[src/rtl/ddr_alpha_unpack_if.sv]
// AXI-Stream slave bundle carrying 256-bit DDR readback words into the alpha unpacker.
// Handshake: a word transfers on a rising edge where s_axis_tvalid && s_axis_tready are both high;
// the master holds tdata/tvalid stable until that edge, and tready never depends on tvalid.
interface ddr_alpha_unpack_if #(
  parameter int DATA_W = 256
) ();
  logic [DATA_W-1:0] s_axis_tdata;
  logic              s_axis_tvalid;
  logic              s_axis_tready;

  modport master (
    output s_axis_tdata,
    output s_axis_tvalid,
    input  s_axis_tready
  );

  modport slave (
    input  s_axis_tdata,
    input  s_axis_tvalid,
    output s_axis_tready
  );
endinterface

[src/rtl/ddr_alpha_unpack.sv]
// Unpacks 256-bit DDR readback words into 4-bit symbols, LSB first, one per rd_en_4 strobe.
// Active/next word registers hide DDR latency so symbol output never gaps across word boundaries.
module ddr_alpha_unpack #(
  parameter int DATA_W = 256,
  parameter int SYM_W  = 4
) (
  input  logic                clk200_i,
  input  logic                ddr_unpack_rst,
  input  logic                sr_unpack_enable_i,
  input  logic                sr_clear_i,
  input  logic                rd_en_4,
  ddr_alpha_unpack_if.slave   s_axis,
  output logic [SYM_W-1:0]    sym_o,
  output logic                sym_valid_o,
  output logic                underflow_o,
  output logic [47:0]         sym_count_o,
  output logic [31:0]         word_count_o,
  output logic [1:0]          state_o
);

  localparam int NSYM  = DATA_W / SYM_W;
  localparam int IDX_W = $clog2(NSYM);

  localparam logic [1:0] ST_IDLE = 2'd0;
  localparam logic [1:0] ST_FILL = 2'd1;
  localparam logic [1:0] ST_RUN  = 2'd2;

  logic [1:0]        state;
  logic [DATA_W-1:0] active_word;
  logic [DATA_W-1:0] next_word;
  logic              act_full;
  logic              next_full;
  logic [IDX_W-1:0]  idx;

  logic accept;
  logic running;
  logic strobe;
  logic emit;
  logic starve;
  logic last_sym;
  logic act_free;

  // tready comes from registered state only, so no tvalid-to-tready path exists.
  assign s_axis.s_axis_tready = (state == ST_FILL) || ((state == ST_RUN) && !next_full);

  assign accept   = s_axis.s_axis_tvalid && s_axis.s_axis_tready;
  assign running  = sr_unpack_enable_i && (state != ST_IDLE);
  assign strobe   = rd_en_4 && running;
  assign emit     = strobe && act_full;
  assign starve   = strobe && !act_full;
  assign last_sym = emit && (idx == IDX_W'(NSYM - 1));
  // Active can take a word this edge if it is empty or its final symbol is leaving now.
  assign act_free = !act_full || last_sym;

  assign state_o = state;

  always_ff @(posedge clk200_i or posedge ddr_unpack_rst) begin
    if (ddr_unpack_rst) begin
      state       <= ST_IDLE;
      active_word <= '0;
      next_word   <= '0;
      act_full    <= 1'b0;
      next_full   <= 1'b0;
      idx         <= '0;
      sym_o       <= '0;
      sym_valid_o <= 1'b0;
    end else begin
      sym_valid_o <= 1'b0;
      if (!sr_unpack_enable_i) begin
        state     <= ST_IDLE;
        act_full  <= 1'b0;
        next_full <= 1'b0;
        idx       <= '0;
      end else begin
        case (state)
          ST_IDLE: state <= ST_FILL;
          ST_FILL: if (accept) state <= ST_RUN;
          ST_RUN:  state <= ST_RUN;
          default: state <= ST_IDLE;
        endcase

        if (emit) begin
          sym_o       <= active_word[SYM_W-1:0];
          sym_valid_o <= 1'b1;
          active_word <= active_word >> SYM_W;
          idx         <= idx + 1'b1;
        end

        // Refill: a pending next word always moves up first; a new word lands behind it.
        if (act_free) begin
          if (next_full) begin
            active_word <= next_word;
            idx         <= '0;
            act_full    <= 1'b1;
            next_full   <= accept;
            if (accept) next_word <= s_axis.s_axis_tdata;
          end else if (accept) begin
            active_word <= s_axis.s_axis_tdata;
            idx         <= '0;
            act_full    <= 1'b1;
          end else begin
            act_full <= 1'b0;
          end
        end else if (accept) begin
          next_word <= s_axis.s_axis_tdata;
          next_full <= 1'b1;
        end
      end
    end
  end

  // Statistics survive disable; only reset or sr_clear_i zero them.
  always_ff @(posedge clk200_i or posedge ddr_unpack_rst) begin
    if (ddr_unpack_rst) begin
      underflow_o  <= 1'b0;
      sym_count_o  <= '0;
      word_count_o <= '0;
    end else if (sr_clear_i) begin
      underflow_o  <= 1'b0;
      sym_count_o  <= '0;
      word_count_o <= '0;
    end else begin
      if (starve) underflow_o  <= 1'b1;
      if (emit)   sym_count_o  <= sym_count_o + 48'd1;
      if (accept) word_count_o <= word_count_o + 32'd1;
    end
  end

endmodule

[src/flat_wrapper.sv]
// flat-port wrapper written by rule: the top's interface ports become plain ports
module ddr_alpha_unpack_flat 
#(
  parameter int DATA_W = 256,
  parameter int SYM_W  = 4
)
  (clk200_i, ddr_unpack_rst, sr_unpack_enable_i, sr_clear_i, rd_en_4, sym_o, sym_valid_o, underflow_o, sym_count_o, word_count_o, state_o, s_axis_s_axis_tdata, s_axis_s_axis_tvalid, s_axis_s_axis_tready);
  ddr_alpha_unpack_if #(.DATA_W(DATA_W)) s_axis_i ();
  input  logic clk200_i;
  input  logic ddr_unpack_rst;
  input  logic sr_unpack_enable_i;
  input  logic sr_clear_i;
  input  logic rd_en_4;
  output logic [SYM_W-1:0] sym_o;
  output logic sym_valid_o;
  output logic underflow_o;
  output logic [47:0] sym_count_o;
  output logic [31:0] word_count_o;
  output logic [1:0] state_o;
  input wire logic [$bits(s_axis_i.s_axis_tdata)-1:0] s_axis_s_axis_tdata;
  input wire logic [$bits(s_axis_i.s_axis_tvalid)-1:0] s_axis_s_axis_tvalid;
  output wire logic [$bits(s_axis_i.s_axis_tready)-1:0] s_axis_s_axis_tready;
  assign s_axis_i.s_axis_tdata = s_axis_s_axis_tdata;
  assign s_axis_i.s_axis_tvalid = s_axis_s_axis_tvalid;
  assign s_axis_s_axis_tready = s_axis_i.s_axis_tready;
  ddr_alpha_unpack #(.DATA_W(DATA_W), .SYM_W(SYM_W)) u_core (.clk200_i(clk200_i), .ddr_unpack_rst(ddr_unpack_rst), .sr_unpack_enable_i(sr_unpack_enable_i), .sr_clear_i(sr_clear_i), .rd_en_4(rd_en_4), .s_axis(s_axis_i), .sym_o(sym_o), .sym_valid_o(sym_valid_o), .underflow_o(underflow_o), .sym_count_o(sym_count_o), .word_count_o(word_count_o), .state_o(state_o));
endmodule
[config.mk]
export PLATFORM = sky130hd
export DESIGN_NAME = ddr_alpha_unpack_flat
export DESIGN_NICKNAME = d
export VERILOG_FILES = /design/src/rtl/ddr_alpha_unpack_if.sv /design/src/rtl/ddr_alpha_unpack.sv /design/src/flat_wrapper.sv
export SDC_FILE = /design/constraint.sdc
export NUM_CORES = 2
export LEC_CHECK = 0
export ABC_AREA = 1
export CAP_MARGIN = 20
export CORE_MARGIN = 1
export CORE_UTILIZATION = 33
export DETAILED_ROUTE_END_ITERATION = 12
export GPL_ROUTABILITY_DRIVEN = 0
export PLACE_DENSITY = 0.56
export SLEW_MARGIN = 20
export SYNTH_ARGS = -nofsm -noshare
export SYNTH_HDL_FRONTEND = slang
export SYNTH_SLANG_ARGS = --single-unit
[constraint.sdc]
create_clock -name clk200_i -period 31.3 [get_ports clk200_i]
set_input_delay 3.13 -clock clk200_i [delete_from_list [all_inputs] [get_ports clk200_i]]
set_output_delay 3.13 -clock clk200_i [all_outputs]
set_load 0.01 [all_outputs]
# [Yosys cells after proc, flatten, opt, wreduce, memory -nomap -nowiden]
# Index checks and enable logic that the tools add are counted.
[word_totals] regBits=608 wordCells=70 out_inout_bits=89 in_bits=262
[classes] n_eq_ne=7 mux=31 n_reduce_logical=18 n_addsub=3
[ops] operator="$mux 256" n=7
[ops] operator="$mux 48" n=2
[ops] operator="$mux 32" n=2
[ops] operator="$add 48x1->48 const B" n=1
[ops] operator="$add 32x1->32 const B" n=1
[ops] operator="$mux 6" n=5
[ops] operator="$mux 1" n=12
[ops] operator="$reduce_bool 2->1" n=4
[ops] operator="$logic_and 1x1->1" n=7
[ops] operator="$add 6x1->6 const B" n=1
[ops] operator="$eq 6x6->1 const B" n=1
[ops] operator="$pmux 2 s3" n=1
[ops] operator="$mux 2" n=2
[ops] operator="$ne 2x1->1 const B" n=2
[ops] operator="$reduce_and 2->1" n=2
[ops] operator="$ne 3x1->1 const B" n=1
[ops] operator="$ne 3x2->1 const B" n=1
[ops] operator="$eq 2x1->1 const B" n=1
[ops] operator="$eq 2x2->1 const B" n=1
[ops] operator="$logic_not 1->1" n=2
[ops] operator="$logic_not 2->1" n=1
[ops] operator="$logic_or 1x1->1" n=2

# [Logic depth before layout (Yosys ltp)]
[logic_depth] depth_word=9 mapped_depth=12 ltp_nobuf=12

# [Worst setup path after synthesis]
# No wires, ideal clock.
[synth_path] path_kind="input to register" start="in rd_en_4" end="reg u_core.active_word[18]" cell_stages=10 path_buffers=3 t_required_ns=31.231 slack_ns=26.969 setup_time_ns=0.069 arrival_time_ns=4.263 cell_sequence="nand2_1 nor2_1 nand2_1 buf_2 buf_2 clkbuf_1 nand2_1 nand2_1 nand3_1 nand3_1"
[synth_via] elab_chain_cells=6 word_cells_on_any_way=8 cone_classes="mux: 4; reduce/logical: 4"
[synth_rtl] item="from (decl)" line_no="flat_wrapper.sv:13" source="input logic rd_en_4;"
[synth_rtl] item="$logic_and 1x1->1 *" line_no="ddr_alpha_unpack.sv:48" source="assign strobe = rd_en_4 && running;"
[synth_rtl] item="$logic_and 1x1->1 *" line_no="ddr_alpha_unpack.sv:49" source="assign emit = strobe && act_full;"
[synth_rtl] item="$mux 256" line_no="ddr_alpha_unpack.sv:82" source="if (emit) begin"
[synth_rtl] item="$mux 256" line_no="ddr_alpha_unpack.sv:97" source="end else if (accept) begin"
[synth_rtl] item="$mux 256" line_no="ddr_alpha_unpack.sv:91" source="if (next_full) begin"
[synth_rtl] item="$mux 256 *" line_no="ddr_alpha_unpack.sv:90" source="if (act_free) begin"
[synth_rtl] item="to (signal assigned)" line_no="ddr_alpha_unpack.sv:85" source="active_word <= active_word >> SYM_W;"
[synth_rtl] item="to (signal assigned)" line_no="ddr_alpha_unpack.sv:92" source="active_word <= next_word;"
[synth_rtl] item="to (signal assigned)" line_no="ddr_alpha_unpack.sv:98" source="active_word <= s_axis.s_axis_tdata;"
[synth_rtl] item="to (decl)" line_no="ddr_alpha_unpack.sv:29" source="logic [DATA_W-1:0] active_word;"
# Mark *: on every way between the ends. The rest lies on a longest branch, timed or not.
# A chain may end at the register's enable or synchronous reset.

# [Worst setup path after layout]
[layout_path] start="in rd_en_4" end="reg u_core.next_word[128]"
[layout_via] elab_chain_cells=6 word_cells_on_any_way=7 cone_classes="eq/ne: 1; mux: 1; reduce/logical: 5"
[layout_rtl] item="$logic_and 1x1->1 *" line_no="ddr_alpha_unpack.sv:48"
[layout_rtl] item="$logic_and 1x1->1 *" line_no="ddr_alpha_unpack.sv:49"
[layout_rtl] item="$logic_and 1x1->1 *" line_no="ddr_alpha_unpack.sv:51" source="assign last_sym = emit && (idx == IDX_W'(NSYM - 1));"
[layout_rtl] item="$logic_or 1x1->1 *" line_no="ddr_alpha_unpack.sv:53" source="assign act_free = !act_full || last_sym;"
[layout_rtl] item="$ne 2x1->1 (no line)"
[layout_rtl] item="$reduce_and 2->1 (no line)"
[layout_rtl] item="to (signal assigned)" line_no="ddr_alpha_unpack.sv:96" source="if (accept) next_word <= s_axis.s_axis_tdata;"
[layout_rtl] item="to (signal assigned)" line_no="ddr_alpha_unpack.sv:105" source="next_word <= s_axis.s_axis_tdata;"
[layout_rtl] item="to (decl)" line_no="ddr_alpha_unpack.sv:30" source="logic [DATA_W-1:0] next_word;"
# Marked as above.

==> flow_summary.ini <==
[sta]
setup_tns_ns = 0
hold_viol = 0
fmax_mhz = 140
slew_viol_final = 0
min_period_ns = 7.14
finalSetupViolCount = 0
finalCritPeriodShare_pct = 22.8
finClkSkew_ns = 0.0377
relSlewSlack_pct = 21.2
rsz0062_at_grt = false
worst_pin_slew_ns = 1.18

[synth]
synth_seq_cells = 608
synthesis.instances = 4553
ys_warn_count = 0
synth_area_leaders = dfrtp_1, nand2_1, nand3_1, o2111ai_1, o21ai_0
synth_top_area_cell = dfrtp_1
netlist_area_um2 = 33100
syn_avg_cell_area_um2 = 7.27
syn_nets = 4822
ys_types = 30
yosysTopAreaCellShare_pct = 46.0
ys_seq_area_share_pct = 46.0

[clock_tree]
ctsHoldBuffers = 0
post-cts-setup-buffers = 0
cts_tree = done
cts_sinks = 608
cts.clk_slew.worst_paths_ns = 0.06
clock_path_buffers = 3
cts-root-buf = clkbuf_16
ctsResizeCount = 0
cts_buffers = 75
insertion_delay_ns = 0.65
htreeDepth = 3

[setup_path]
end_kind = flop
path_cells = clkdlybuf4s50_1, nand2_1, nor2_1, nand2_1, nand2_8, nand2_1, nand3_4, buf_4, buf_12, nand2_1, o21ai_1
slowest_delay_ns = 0.81
critPathTopFamily = simple AND/OR/NAND/NOR gates
critPathMaxFanout = 214
r2r-start = u_core.next_full
cp-start-kind = input port
r2r_slack_ns = 26.30
crit_arrival_ns = 7.69
path_common_cell = nand2_1
required_ns = 31.84
critical_path_class = in -> reg
path_buf_inv = 3
r2r_end = u_core.next_word[128]
worstSetupStartpoint = rd_en_4
crit_slowest_cell = buf_4
reg2reg_depth = 10

[floorplanning]
initial_core_util_pct = 33.5
io_pins = 351
die-area_um2 = 102000
rows = 115
fp.dieH_um = 319
die_w_um = 319
core-area_um2 = 98900

[global_route]
grt_overflow_total = 0
grt_pass1_vias = 30300
grt_util_all_layers_pct = 20.3
grt_first_pass_wirelength_um = 169000
grt_start_max_net_pins = 215
grt_antenna_before_repair = 1

[drt]
wl_um = 104000
drtIter0Drc = 2655
drc = 0
vias = 31300
antenna_left = 0
viasPerCell = 5.21
drtPass1Iterations = 5
wl_per_cell_um = 17.2

[run]
max_cap_viol_count = 0

[power_and_ir_drop]
power_mw = 3.13
leakagePower_nw = 18.9
vdd.ir_drop.worst_v = 0.0000446
power_density_nw_per_um2 = 78.8

[layout]
drive_gt1_share_pct = 3.68
fin_area_um2 = 39700
fin_util_pct = 40.1
n_antenna_cell = 0
nets = 4938
areaGrowthSynthToFinish_pct = 19.8
nFillCells = 10200

[hold_path]
hp-start = u_core.active_word[253]
hold_class = reg -> reg
min_path_cells = 2
min_to = u_core.active_word[253]

[run_status]
outcome = finished clean

[placed_design]
dp_hpwl_um = 61300
placed_cell_area_um2 = 37200
numPortBuffers = 350
==> logic make-up after synthesis <==
logic type               synth area share (%)
AND/OR/NAND/NOR                          29.8
buffers and inverters                    8.40
flip-flops                               46.0
adder cells (fa/ha/maj)                 0.265
XOR/XNOR                                0.132
multiplexers                           0.0302
AO/OA/AOI/OAI                            15.4
==> layer usage <==
layer  share of wire [%]  wire length, um  global-route usage, %  vias up
met5              0.0087                9                      0        -
met4                 2.6             2650                   5.73        2
met3                 4.2             4380                   2.80      143
met2                  46            47700                   32.6      694
met1                  47            48900                   28.4    15100
li1                    -                -                      -    15400
==> sequential cells by signal (all words and copies together) (netlist names) <==
| name | count |
|---|---|
| u_core.next_word | 256 |
| u_core.state_o | 2 |
| u_core.act_full | 1 |
| u_core.underflow_o | 1 |
| u_core.sym_o | 4 |
| u_core.next_full | 1 |
| u_core.idx | 6 |
| u_core.sym_count_o | 48 |
| u_core.active_word | 256 |
| u_core.word_count_o | 32 |
| u_core.sym_valid_o | 1 |
==> cells in the mapped netlist <==
| cell | n |
|---|---|
| a21oi_1 | 33 |
| a31oi_1 | 5 |
| a41oi_1 | 1 |
| and2_1 | 3 |
| and3_1 | 1 |
| buf_1 | 27 |
| buf_2 | 99 |
| clkbuf_1 | 225 |
| clkinv_1 | 1 |
| dfrtp_1 | 608 |
| ha_1 | 7 |
| inv_1 | 354 |
| inv_2 | 2 |
| mux2i_1 | 1 |
| nand2_1 | 1564 |
| nand2_2 | 1 |
| nand3_1 | 564 |
| nand3_2 | 1 |
| nand3b_1 | 1 |
| nand4_1 | 38 |
| nor2_1 | 175 |
| nor2_2 | 2 |
| nor3_1 | 29 |
| nor3_2 | 2 |
| nor3b_1 | 2 |
| nor4_1 | 5 |
| o2111ai_1 | 243 |
| o21ai_0 | 293 |
| o21ai_1 | 261 |
| xor2_1 | 5 |
==> worst max path at each step <==
| stage | endpoint | cells past startpoint |
|---|---|---|
| after floorplan | u_core.act_full | 1 |
| after global placement | u_core.next_word[138] | 11 |
| after detailed placement | u_core.next_word[135] | 11 |
| after CTS | u_core.next_word[135] | 11 |
| after global routing | u_core.next_word[234] | 11 |
| final | u_core.next_word[128] | 11 |
==> tightest hold or removal path, cell delays in order (launching register included) <==
cell and delay, ns:
dfrtp_1 0.34, nand2_1 0.05, nand2_1 0.06
==> through the flow <==
stage	cells	setup WS [ns]	hold WS [ns]
after detailed placement	5878	23.59	0.468
after CTS	6012	24.26	0.482
after floorplan	4553	11.15	0.449
after global placement	5878	23.58	0.461
after global routing	6013	23.77	0.500
final	6013	24.16	0.487
==> area by class of cell <==
| type | instances | area (um2) | area share (%) |
|---|---|---|---|
| Sequential cell | 608 | 15200 | 38.4 |
| Multi-Input combinational cell | 3237 | 15200 | 38.2 |
| Timing Repair Buffer | 390 | 3850 | 9.71 |
| Clock buffer | 112 | 2270 | 5.72 |
| Tap cell | 1287 | 1610 | 4.06 |
| Inverter | 357 | 1360 | 3.43 |
| Clock inverter | 22 | 203 | 0.511 |
==> layout by cell type, fill, tap and decap left out, drive strengths merged <==
master and instances:
xor2 5, a31oi 5, buf 41, nand3b 1
nor3 31, dfrtp 608, nor3b 2, nor4 5
clkdlybuf4s50 349, a21oi 33, nand4 38, ha 7
and2 3, bufinv 2, clkbuf 112, a41oi 1
inv 358, clkinvlp 2, o2111ai 243, mux2i 1
nor2 177, and3 1, nand2 1565, clkinv 17
nand3 565, o21ai 554
==> power breakdown <==
group / switching [mW] / internal (mW)
combinational: 0.544 / 0.354
clock: 0.360 / 0.518
sequential: 0.228 / 1.12
Power figures use the tool's default switching activity.
